==> src/rtl/iob_async_fifo_wr_ctrl.sv <==
// Write-side pointer controller of an asynchronous FIFO (write clock domain).
// Owns the Gray-coded write pointer, synchronises the read pointer through two
// flops and derives full / almost_full / level / sticky overflow from it.
// Read-side frees are seen three edges late, so full can be stale-high; writes
// refused during that window are flagged as overflow, which is the safe direction.
module iob_async_fifo_wr_ctrl #(
    parameter int ADDR_W      = 4,
    parameter int ALMOST_FULL = 14
) (
    input  logic              clk,
    input  logic              rst,
    input  logic              w_en,
    input  logic [ADDR_W:0]   r_gray_in,
    input  logic              clr_ovf,
    output logic              w_mem_en,
    output logic [ADDR_W-1:0] w_addr,
    output logic [ADDR_W:0]   w_gray_out,
    output logic              full,
    output logic              almost_full,
    output logic [ADDR_W:0]   level,
    output logic              overflow
);

    localparam int PTR_W = ADDR_W + 1;
    localparam logic [PTR_W-1:0] DEPTH  = PTR_W'(1) << ADDR_W;
    localparam logic [PTR_W-1:0] AF_THR = PTR_W'(ALMOST_FULL);

    // Gray to binary: each binary bit is the XOR of all Gray bits at or above it.
    function automatic logic [PTR_W-1:0] gray2bin(input logic [PTR_W-1:0] g);
        logic [PTR_W-1:0] b;
        b[PTR_W-1] = g[PTR_W-1];
        for (int i = PTR_W - 2; i >= 0; i--) begin
            b[i] = b[i+1] ^ g[i];
        end
        return b;
    endfunction

    logic [PTR_W-1:0] w_bin_q, w_bin_d;
    logic [PTR_W-1:0] w_gray_q, w_gray_d;
    logic [PTR_W-1:0] sync1_q, sync1_d;
    logic [PTR_W-1:0] sync2_q, sync2_d;
    logic [PTR_W-1:0] level_q, level_d;
    logic             full_q, full_d;
    logic             almost_full_q, almost_full_d;
    logic             overflow_q, overflow_d;

    logic             accept;
    logic             refuse;
    logic [PTR_W-1:0] r_bin;

    // Next-state logic: pointer advance, synchroniser shift, flag computation.
    always_comb begin
        // NOTE: every output of this block gets a default first so no path can infer a latch.
        accept   = w_en & ~full_q;
        refuse   = w_en & full_q;
        r_bin    = gray2bin(sync2_q);

        w_bin_d  = w_bin_q + {{ADDR_W{1'b0}}, accept};
        w_gray_d = w_bin_d ^ (w_bin_d >> 1);

        sync1_d  = r_gray_in;
        sync2_d  = sync1_q;

        // Flags use the post-write pointer, so an accepted write shows at the same edge.
        level_d       = w_bin_d - r_bin;
        full_d        = (level_d == DEPTH);
        almost_full_d = (level_d >= AF_THR);

        // Set has priority over clear when both happen in one cycle.
        overflow_d = refuse | (overflow_q & ~clr_ovf);
    end

    // All write-domain state, asynchronously reset to the empty FIFO.
    always_ff @(posedge clk or posedge rst) begin
        if (rst) begin
            // NOTE: sequential state uses non-blocking assignments so every flop samples pre-edge values.
            w_bin_q       <= '0;
            w_gray_q      <= '0;
            sync1_q       <= '0;
            sync2_q       <= '0;
            level_q       <= '0;
            full_q        <= 1'b0;
            almost_full_q <= 1'b0;
            overflow_q    <= 1'b0;
        end else begin
            w_bin_q       <= w_bin_d;
            w_gray_q      <= w_gray_d;
            sync1_q       <= sync1_d;
            sync2_q       <= sync2_d;
            level_q       <= level_d;
            full_q        <= full_d;
            almost_full_q <= almost_full_d;
            overflow_q    <= overflow_d;
        end
    end

    assign w_mem_en    = accept;
    assign w_addr      = w_bin_q[ADDR_W-1:0];
    assign w_gray_out  = w_gray_q;
    assign full        = full_q;
    assign almost_full = almost_full_q;
    assign level       = level_q;
    assign overflow    = overflow_q;

endmodule
==> config.mk <==
export PLATFORM = sky130hd
export DESIGN_NAME = iob_async_fifo_wr_ctrl
export DESIGN_NICKNAME = d
export VERILOG_FILES = /design/src/rtl/iob_async_fifo_wr_ctrl.sv
export SDC_FILE = /design/constraint.sdc
export NUM_CORES = 1
export LEC_CHECK = 0
export BUFFER_PORTS_ARGS = -buffer_cell sky130_fd_sc_hd__buf_2
export CORE_ASPECT_RATIO = 0.6
export CORE_MARGIN = 2
export CORE_UTILIZATION = 40
export DETAILED_ROUTE_END_ITERATION = 10
export GPL_ROUTABILITY_DRIVEN = 0
export PLACE_DENSITY = 0.61
export SETUP_SLACK_MARGIN = 0.1
export SLEW_MARGIN = 20
export SYNTH_ARGS = -nofsm -noshare
export SYNTH_HDL_FRONTEND = slang
export SYNTH_SLANG_ARGS = --single-unit
==> constraint.sdc <==
create_clock -name clk -period 3 [get_ports clk]
set_clock_uncertainty 0.2 [all_clocks]
set_input_delay 0 -clock clk [delete_from_list [all_inputs] [get_ports clk]]
set_output_delay 0 -clock clk [all_outputs]
set_load 0.02 [all_outputs]
Word-level counts from Yosys, hierarchy flattened
Index checks and enable logic that the tools add are counted.

word-level totals
  input bits = 9
  output and inout bits = 18
  word-level logic and storage cells = 23
  bits in registers = 28

operators by class
  $add $sub $neg = 2
  equality and inequality tests = 1
  bitwise gates (word level) = 11
  magnitude comparators = 1

operators with widths
  operator              number
  $add A5 B1 Y5         1
  $eq A5 B5 Y1 const B  1
  $ge A5 B4 Y1 const B  1
  $sub A5 B5 Y5         1
  $xor A5 B4 Y5         1
  $xor A1 B1 Y1         4
  $and A1 B1 Y1         3
  $not A1 Y1            2
  $or A1 B1 Y1          1

Longest topological paths before layout
Gate-level depths: netlist of run 1.

  depth in word-level cells = 6
  mapped depth = 10
  depth with buffers taken out = 10

Worst setup path before layout of run 1
No wires, ideal clock.

  kind = register -> register
  start point = register full_q (netlist: full)
  end point = register full_q (netlist: full)
  stages on the path, launching flop included = 10
  clock period less this slack = 2.970 ns
  library setup time = 0.094 ns
  required time = 2.706 ns
  arrival time = 2.676 ns
  buffers on the path = 0
  path slack = 0.030 ns
  cells stage by stage = dfrtp_1 -> nor2b_1 -> ha_1 -> ha_1 -> xor2_1 -> ha_1 -> nor2b_1 -> o21ai_0 -> nand3_1 -> a221oi_2

between the ends
  longest elaborated chain between the ends = 5

RTL lines
  what                    line  text
  start, declared         43    logic full_q, full_d;
  start signal, assigned  91    full_q <= full_d;
  $not A1 Y1              54    accept = w_en & ~full_q;
  $and A1 B1 Y1           54
  via w_mem_en            15    output logic w_mem_en,
  $add A5 B1 Y5           58    w_bin_d = w_bin_q + {{ADDR_W{1'b0}}, accept};
  via w_bin_d[2]          38    logic [PTR_W-1:0] w_bin_q, w_bin_d;
  $sub A5 B5 Y5           65    level_d = w_bin_d - r_bin;
  $eq A5 B5 Y1            66    full_d = (level_d == DEPTH);
  via full_d              43

The timed path passes the listed nets, and every way through them passes these cells.

Final worst setup path of run 1
  start point = register sync2_q[3]
  end point = register full_q (netlist: full)

between the ends
  longest elaborated chain between the ends = 6

RTL lines
  what                            line  text
  start, declared                 41    logic [PTR_W-1:0] sync2_q, sync2_d;
  start signal, assigned          89    sync2_q <= sync2_d;
  $xor A1 B1 Y1 (*) (3 in a row)  33    b[i] = b[i+1] ^ g[i];
  $xor A1 B1 Y1                   33
  $sub A5 B5 Y5 (*)               65
  via level_d[1]                  42    logic [PTR_W-1:0] level_q, level_d;
  $eq A5 B5 Y1 (*)                66
  via full_d                      43

Mark *: on every way through the listed nets, which the timed path passes. The rest lies on a longest branch.

==> results.json, run 1 <==
{
  "initial_core_util_pct": 42.66,
  "crit_required_ns": 2.99,
  "setup_viol": 0,
  "syn-num-nets": 94,
  "clock_sinks": 27,
  "start_kind": "register",
  "drt_first_pass_iters": 2,
  "fillers": 208,
  "slowest_delay_ns": 0.52,
  "grt_pass1_wl_mm": 3.091,
  "hold_viol": 0,
  "drive_above_1_share_pct": 34.71,
  "die_area_um2": 3155,
  "switching_power_uw": 706.0,
  "cp.arrival_ns": 2.69,
  "antenna_found_initial": 0,
  "worstMarginPinSlew_ns": 0.9315,
  "io_pins": 27,
  "placed_cells": 137,
  "switching_share_pct": 41.69,
  "crit_path_end_kind": "register",
  "numCtsBuffers": 3,
  "power_frac_comb_pct": 55.6,
  "synthToLayoutAreaGrowth_pct": 31.41,
  "synth_area_um2": 1084,
  "outcome": "finished clean",
  "core_um2": 2540,
  "critical_path_peak_fanout": 3,
  "clockBufferDepth": 2,
  "rsz0062_at_grt": "no",
  "grt_pass1_vias": 701,
  "fp.dieW_um": 71.19,
  "hpwl_mm": 1.316,
  "fmax_ghz": 0.3701,
  "p_leak_nw": 0.6937,
  "fin_setup_tns_ns": 0,
  "htreeDepth": 1,
  "grt_overflow": 0,
  "synth_top_area_share_pct": 62.36,
  "wl_per_cell_um": 12.03,
  "io_buffers": 26,
  "vias_per_cell": 4.425,
  "hp-class": "primary input to register",
  "internal-power_uw": 987.5,
  "worstSetupPathType": "register to register",
  "syn_avg_cell_area_um2": 13.89,
  "cap_violations": 0,
  "rows": 14,
  "ir_worst_vdd_v": 0.0004722,
  "seq_power_share_pct": 32.4,
  "clk_latency_ns": 0.27,
  "slew_viol_final": 0,
  "ys_seq_area_share_pct": 62.36,
  "initialDrtViolationCount": 10,
  "clk_pin_slew_ns": 0.09,
  "utilization_pct": 56.06,
  "clkPwrFrac_pct": 12.0,
  "cp_common_cell": "xor2_2",
  "ant_nets": 0,
  "p_per_area_nw_per_um2": 1189,
  "synth_seq_cells": 27,
  "cts_tree": "done",
  "track_usage_pct": 13.54,
  "synth_area_leaders": "dfrtp_1, ha_1, xnor2_1",
  "syn_inst": 78,
  "min_period_ns": 2.702,
  "diodes": 0,
  "yosysWarnings": 0,
  "yosys.area.top_type": "dfrtp_1",
  "wirelength_mm": 1.841,
  "num_vias": 677,
  "instances_no_fill": 153,
  "nNetsFinal": 138,
  "synthDistinctLibCells": 20,
  "drc": 0,
  "cp_cell_sequence": "xnor2_2 -> xor2_2 -> xor2_2 -> xnor2_1 -> ha_2 -> fa_2 -> inv_1 -> or3_1 -> a221oi_2",
  "grt_max_degree": 28,
  "critPathSlowestCell": "fa_2",
  "root_buffer": "clkbuf_8",
  "die_h_um": 44.32,
  "relSlewSlack_pct": 37.52,
  "period_share_pct": 90.07
}
## area by class of cell
class | instances | area [µm²] | area share (%)
Multi-Input combinational cell | 42 | 381.6 | 26.80
Inverter | 9 | 33.78 | 2.373
Tap cell | 32 | 40.04 | 2.812
Timing Repair Buffer | 39 | 247.7 | 17.40
Clock buffer | 4 | 45.04 | 3.163
Sequential cell | 27 | 675.6 | 47.45
## synth_stat cells
cell       n
xnor2_1    8
a221oi_2   1
o21a_1     1
nand2_1    2
a21oi_1    1
and2_1     2
xor2_1     3
or3_1      2
xor2_2     2
o21ai_0    3
xnor2_2    1
a21o_2     1
inv_1      9
nor2b_1    3
ha_1       6
a311o_1    1
nand3_1    3
dfrtp_1   27
and3_1     1
fa_1       1
## cells in the final DEF, fill, tap and decap left out, types with 2 or more instances in the layout
cell / synthesis / final
clkbuf_8: 0 / 3
nor2b_1: 3 / 2
xor2_1: 3 / 3
o21ai_0: 3 / 2
nand3_1: 3 / 3
inv_1: 9 / 8
nand2_1: 2 / 2
and2_1: 2 / 2
ha_1: 6 / 5
or3_1: 2 / 2
buf_4: 0 / 5
dfrtp_1: 27 / 27
xor2_2: 2 / 2
xnor2_1: 8 / 8
buf_2: 0 / 26
dlygate4sd3_1: 0 / 8
## flip-flops by register name (all words and copies together), names as in the netlist
name	cells
full	1
sync2_q	5
almost_full	1
w_bin_q	5
w_gray_out	4
level	5
sync1_q	5
overflow	1
## power groups by stage
stage | clock (mW) | combinational, mW | sequential [mW]
finish | 0.204 | 0.941 | 0.548
global route | 0.234 | 1.05 | 0.563
CTS | 0.208 | 0.934 | 0.549
detailed placement | 0 | 0.905 | 0.556
global placement | 0 | 0.888 | 0.554
floorplan | 0 | 0.498 | 0.708
## stage by stage
step                total power, mW  setup slack [ns]  hold slack [ns]  instance area (µm²)
global route                  1.843            0.1232          0.02415                 1424
floorplan                     1.205            0.1669          -0.1686                 1086
CTS                           1.691            0.1326          0.01774                 1411
finish                        1.693            0.2979        0.0007536                 1424
global placement              1.442            0.1990         -0.09183                 1264
detailed placement            1.461           0.08846         -0.09026                 1264
## repair_timing
action,4_1_cts,5_1_grt
cloned,0,0
hold endpoints to repair,33,0
hold buffers,8,0
pin swaps,3,3
setup buffers,3,1
endpoints found under the setup margin,1,2
gates resized for setup,0,3
## cells by family (layout without fill, tap and decap cells)
group | after synthesis | after routing | share of synthesized area (%)
xor+xnor | 14 | 14 | 13.40
fa+ha+maj | 7 | 7 | 8.776
simple gates | 13 | 13 | 6.697
buf+inv | 9 | 52 | 3.118
compound gates | 8 | 8 | 5.657
flops | 27 | 27 | 62.36
## critical path: cells and delay by family, from the launching register on
family,cells,cell delay [ns]
adder cells (fa/ha/maj),2,0.71
XOR/XNOR,4,0.70
flip-flops,1,0.40
AND/OR/NAND/NOR,1,0.37
AO/OA/AOI/OAI,1,0.18
buffers and inverters,1,0.06
## final timing paths
path | from | end | slack, ns | depth (start not counted)
setup / recovery | sync2_q[3]$_DFF_PP0_ | full$_DFF_PP0_ | 0.30 | 9
hold / removal | w_en | w_bin_q[0]$_DFF_PP0_ | 0.0008 | 3
setup reg to reg | sync2_q[3]$_DFF_PP0_ | full$_DFF_PP0_ | 0.30 | 9
hold reg to reg | sync1_q[0]$_DFF_PP0_ | sync2_q[0]$_DFF_PP0_ | 0.15 | 0
max in group asynchronous | rst | level[1]$_DFF_PP0_ | 2.02 | 3
min in group asynchronous | rst | w_gray_out[1]$_DFF_PP0_ | 0.15 | 3
## per-layer routing
metal	GRT usage [%]	vias to the layer above	share of wire [%]
met4	5.660	0	1.5
li1	-	335	-
met5	0	-	0
met1	16.79	316	47
met3	5.923	4	7.0
met2	21.11	22	44
(Power assumes the default switching activity.)
==> run 2, diff against run 1 <==
PLACE_DENSITY = 0.65   (was 0.61)
RECOVER_POWER = 25   (was default)
==> run 2 against run 1 <==
Routed wire length shrank 5.2%. Combinational power shrank 3.7%. Cell count is the same. Critical endpoint unchanged. Largest cell class unchanged. Highest routed layer unchanged.
==> results.json, run 2 (same netlist as run 1, synthesis figures left out) <==
{
  "outcome": "finished clean",
  "ir_worst_vdd_v": 0.0004877,
  "holdCritStartpoint": "sync1_q[3]$_DFF_PP0_",
  "crit_path_end_kind": "register",
  "initialDrtViolationCount": 10,
  "clockBufferDepth": 2,
  "initial_core_util_pct": 42.66,
  "finalPower_mw": 1.650,
  "fillers": 221,
  "grt_overflow": 0,
  "period_share_pct": 91.68,
  "hold_ws_ns": 0.1513,
  "rsz0062_at_grt": "no",
  "slew_viol_final": 0,
  "relSlewSlack_pct": 39.44,
  "cap_violations": 0,
  "numCtsBuffers": 3,
  "wirelength_mm": 1.745,
  "fmax_ghz": 0.3636,
  "clk_latency_ns": 0.26,
  "startpoint": "sync2_q[3]$_DFF_PP0_",
  "fp.dieW_um": 71.19,
  "critical_path_peak_fanout": 3,
  "die_area_um2": 3155,
  "num_vias": 660,
  "nNetsFinal": 138,
  "hpwl_mm": 1.260,
  "clock_sinks": 27,
  "core_um2": 2540,
  "most-common-layout-cells": "dfrtp_1, buf_2, clkbuf_1, dlygate4sd3_1",
  "setup_viol": 0,
  "start_kind": "register",
  "cp.arrival_ns": 2.73,
  "io_buffers": 26,
  "hold_viol": 0,
  "grt_pass1_vias": 668,
  "io_pins": 27,
  "clk_pin_slew_ns": 0.08,
  "fin_area_um2": 1414,
  "grt_max_degree": 28,
  "track_usage_pct": 12.80,
  "cts_tree": "done",
  "placed_area_um2": 1264,
  "diodes": 0,
  "rr_startpoint": "sync2_q[3]$_DFF_PP0_",
  "rows": 14,
  "final-seq-area_um2": 675.6,
  "multi_input_area_um2": 379.1,
  "min_period_ns": 2.750,
  "p_per_area_nw_per_um2": 1167,
  "fin_setup_tns_ns": 0,
  "hp-class": "register to register",
  "drive_above_1_share_pct": 26.45,
  "synthToLayoutAreaGrowth_pct": 30.49,
  "ant_nets": 0,
  "grt_pass1_wl_mm": 2.939,
  "vias_per_cell": 4.314,
  "p_leak_nw": 0.6725,
  "final_common_cell": "dfrtp_1",
  "htreeDepth": 1,
  "wl_per_cell_um": 11.41,
  "crit_required_ns": 2.98,
  "drc": 0,
  "drt_first_pass_iters": 4,
  "die_h_um": 44.32,
  "antenna_found_initial": 0,
  "worstSetupPathType": "register to register",
  "root_buffer": "clkbuf_8",
  "worstMarginPinSlew_ns": 0.9028
}
-- run 2: cell type report --
| type | count | area share, % |
|---|---|---|
| inverter | 9 | 2.389 |
| multi-input combinational | 42 | 26.81 |
| clock buffer | 4 | 3.186 |
| timing repair buffer | 39 | 16.99 |
| tap | 32 | 2.832 |
| sequential | 27 | 47.79 |
-- run 2: final timing paths --
path / to / slack (ns) / cells past startpoint
setup / recovery: full$_DFF_PP0_ / 0.25 / 9
hold / removal: sync2_q[3]$_DFF_PP0_ / 0.15 / 0
setup reg to reg: full$_DFF_PP0_ / 0.25 / 9
hold reg to reg: sync2_q[3]$_DFF_PP0_ / 0.15 / 0
max in group asynchronous: w_gray_out[1]$_DFF_PP0_ / 2.02 / 3
min in group asynchronous: sync1_q[0]$_DFF_PP0_ / 0.16 / 3
-- run 2: report_power, final --
part           internal, mW  total, mW  switching [mW]
Combinational         0.375      0.906           0.531
Clock                0.0948      0.193          0.0982
Sequential            0.498      0.551          0.0527
Total                 0.968       1.65           0.682
-- run 2: timing repair --
action	4_1_cts	5_1_grt
resized for setup	0	2
endpoints found under the hold margin	34	0
endpoints found under the setup margin	1	2
setup buffers	2	1
pin swaps	2	3
hold buffers	9	0
-- run 2: through the flow --
step | worst slack, ns | utilization (%) | cells
2_1_floorplan | 0.1669 | - | 78
3_3_place_gp | 0.2019 | 49.75 | 137
3_5_place_dp | 0.08128 | 49.75 | 137
4_1_cts | 0.1283 | 55.67 | 152
5_1_grt | 0.1113 | 55.67 | 153
6_report | 0.2495 | 55.67 | 153
-- run 2: worst max-delay path: stages, from the launching register on --
cell      delay (ns)
dfrtp_1         0.40
xnor2_2         0.23
xor2_2          0.22
xor2_2          0.19
xnor2_1         0.08
ha_1            0.21
fa_2            0.53
inv_1           0.06
or3_1           0.37
a221oi_2        0.18
-- run 2: per-layer routing --
layer	vias up	GRT usage [%]	part of all wire, %
met2	23	20.19	44
met4	0	3.396	1.0
met3	2	5.467	7.3
met1	299	16.57	48
li1	336	-	-
met5	-	0	0
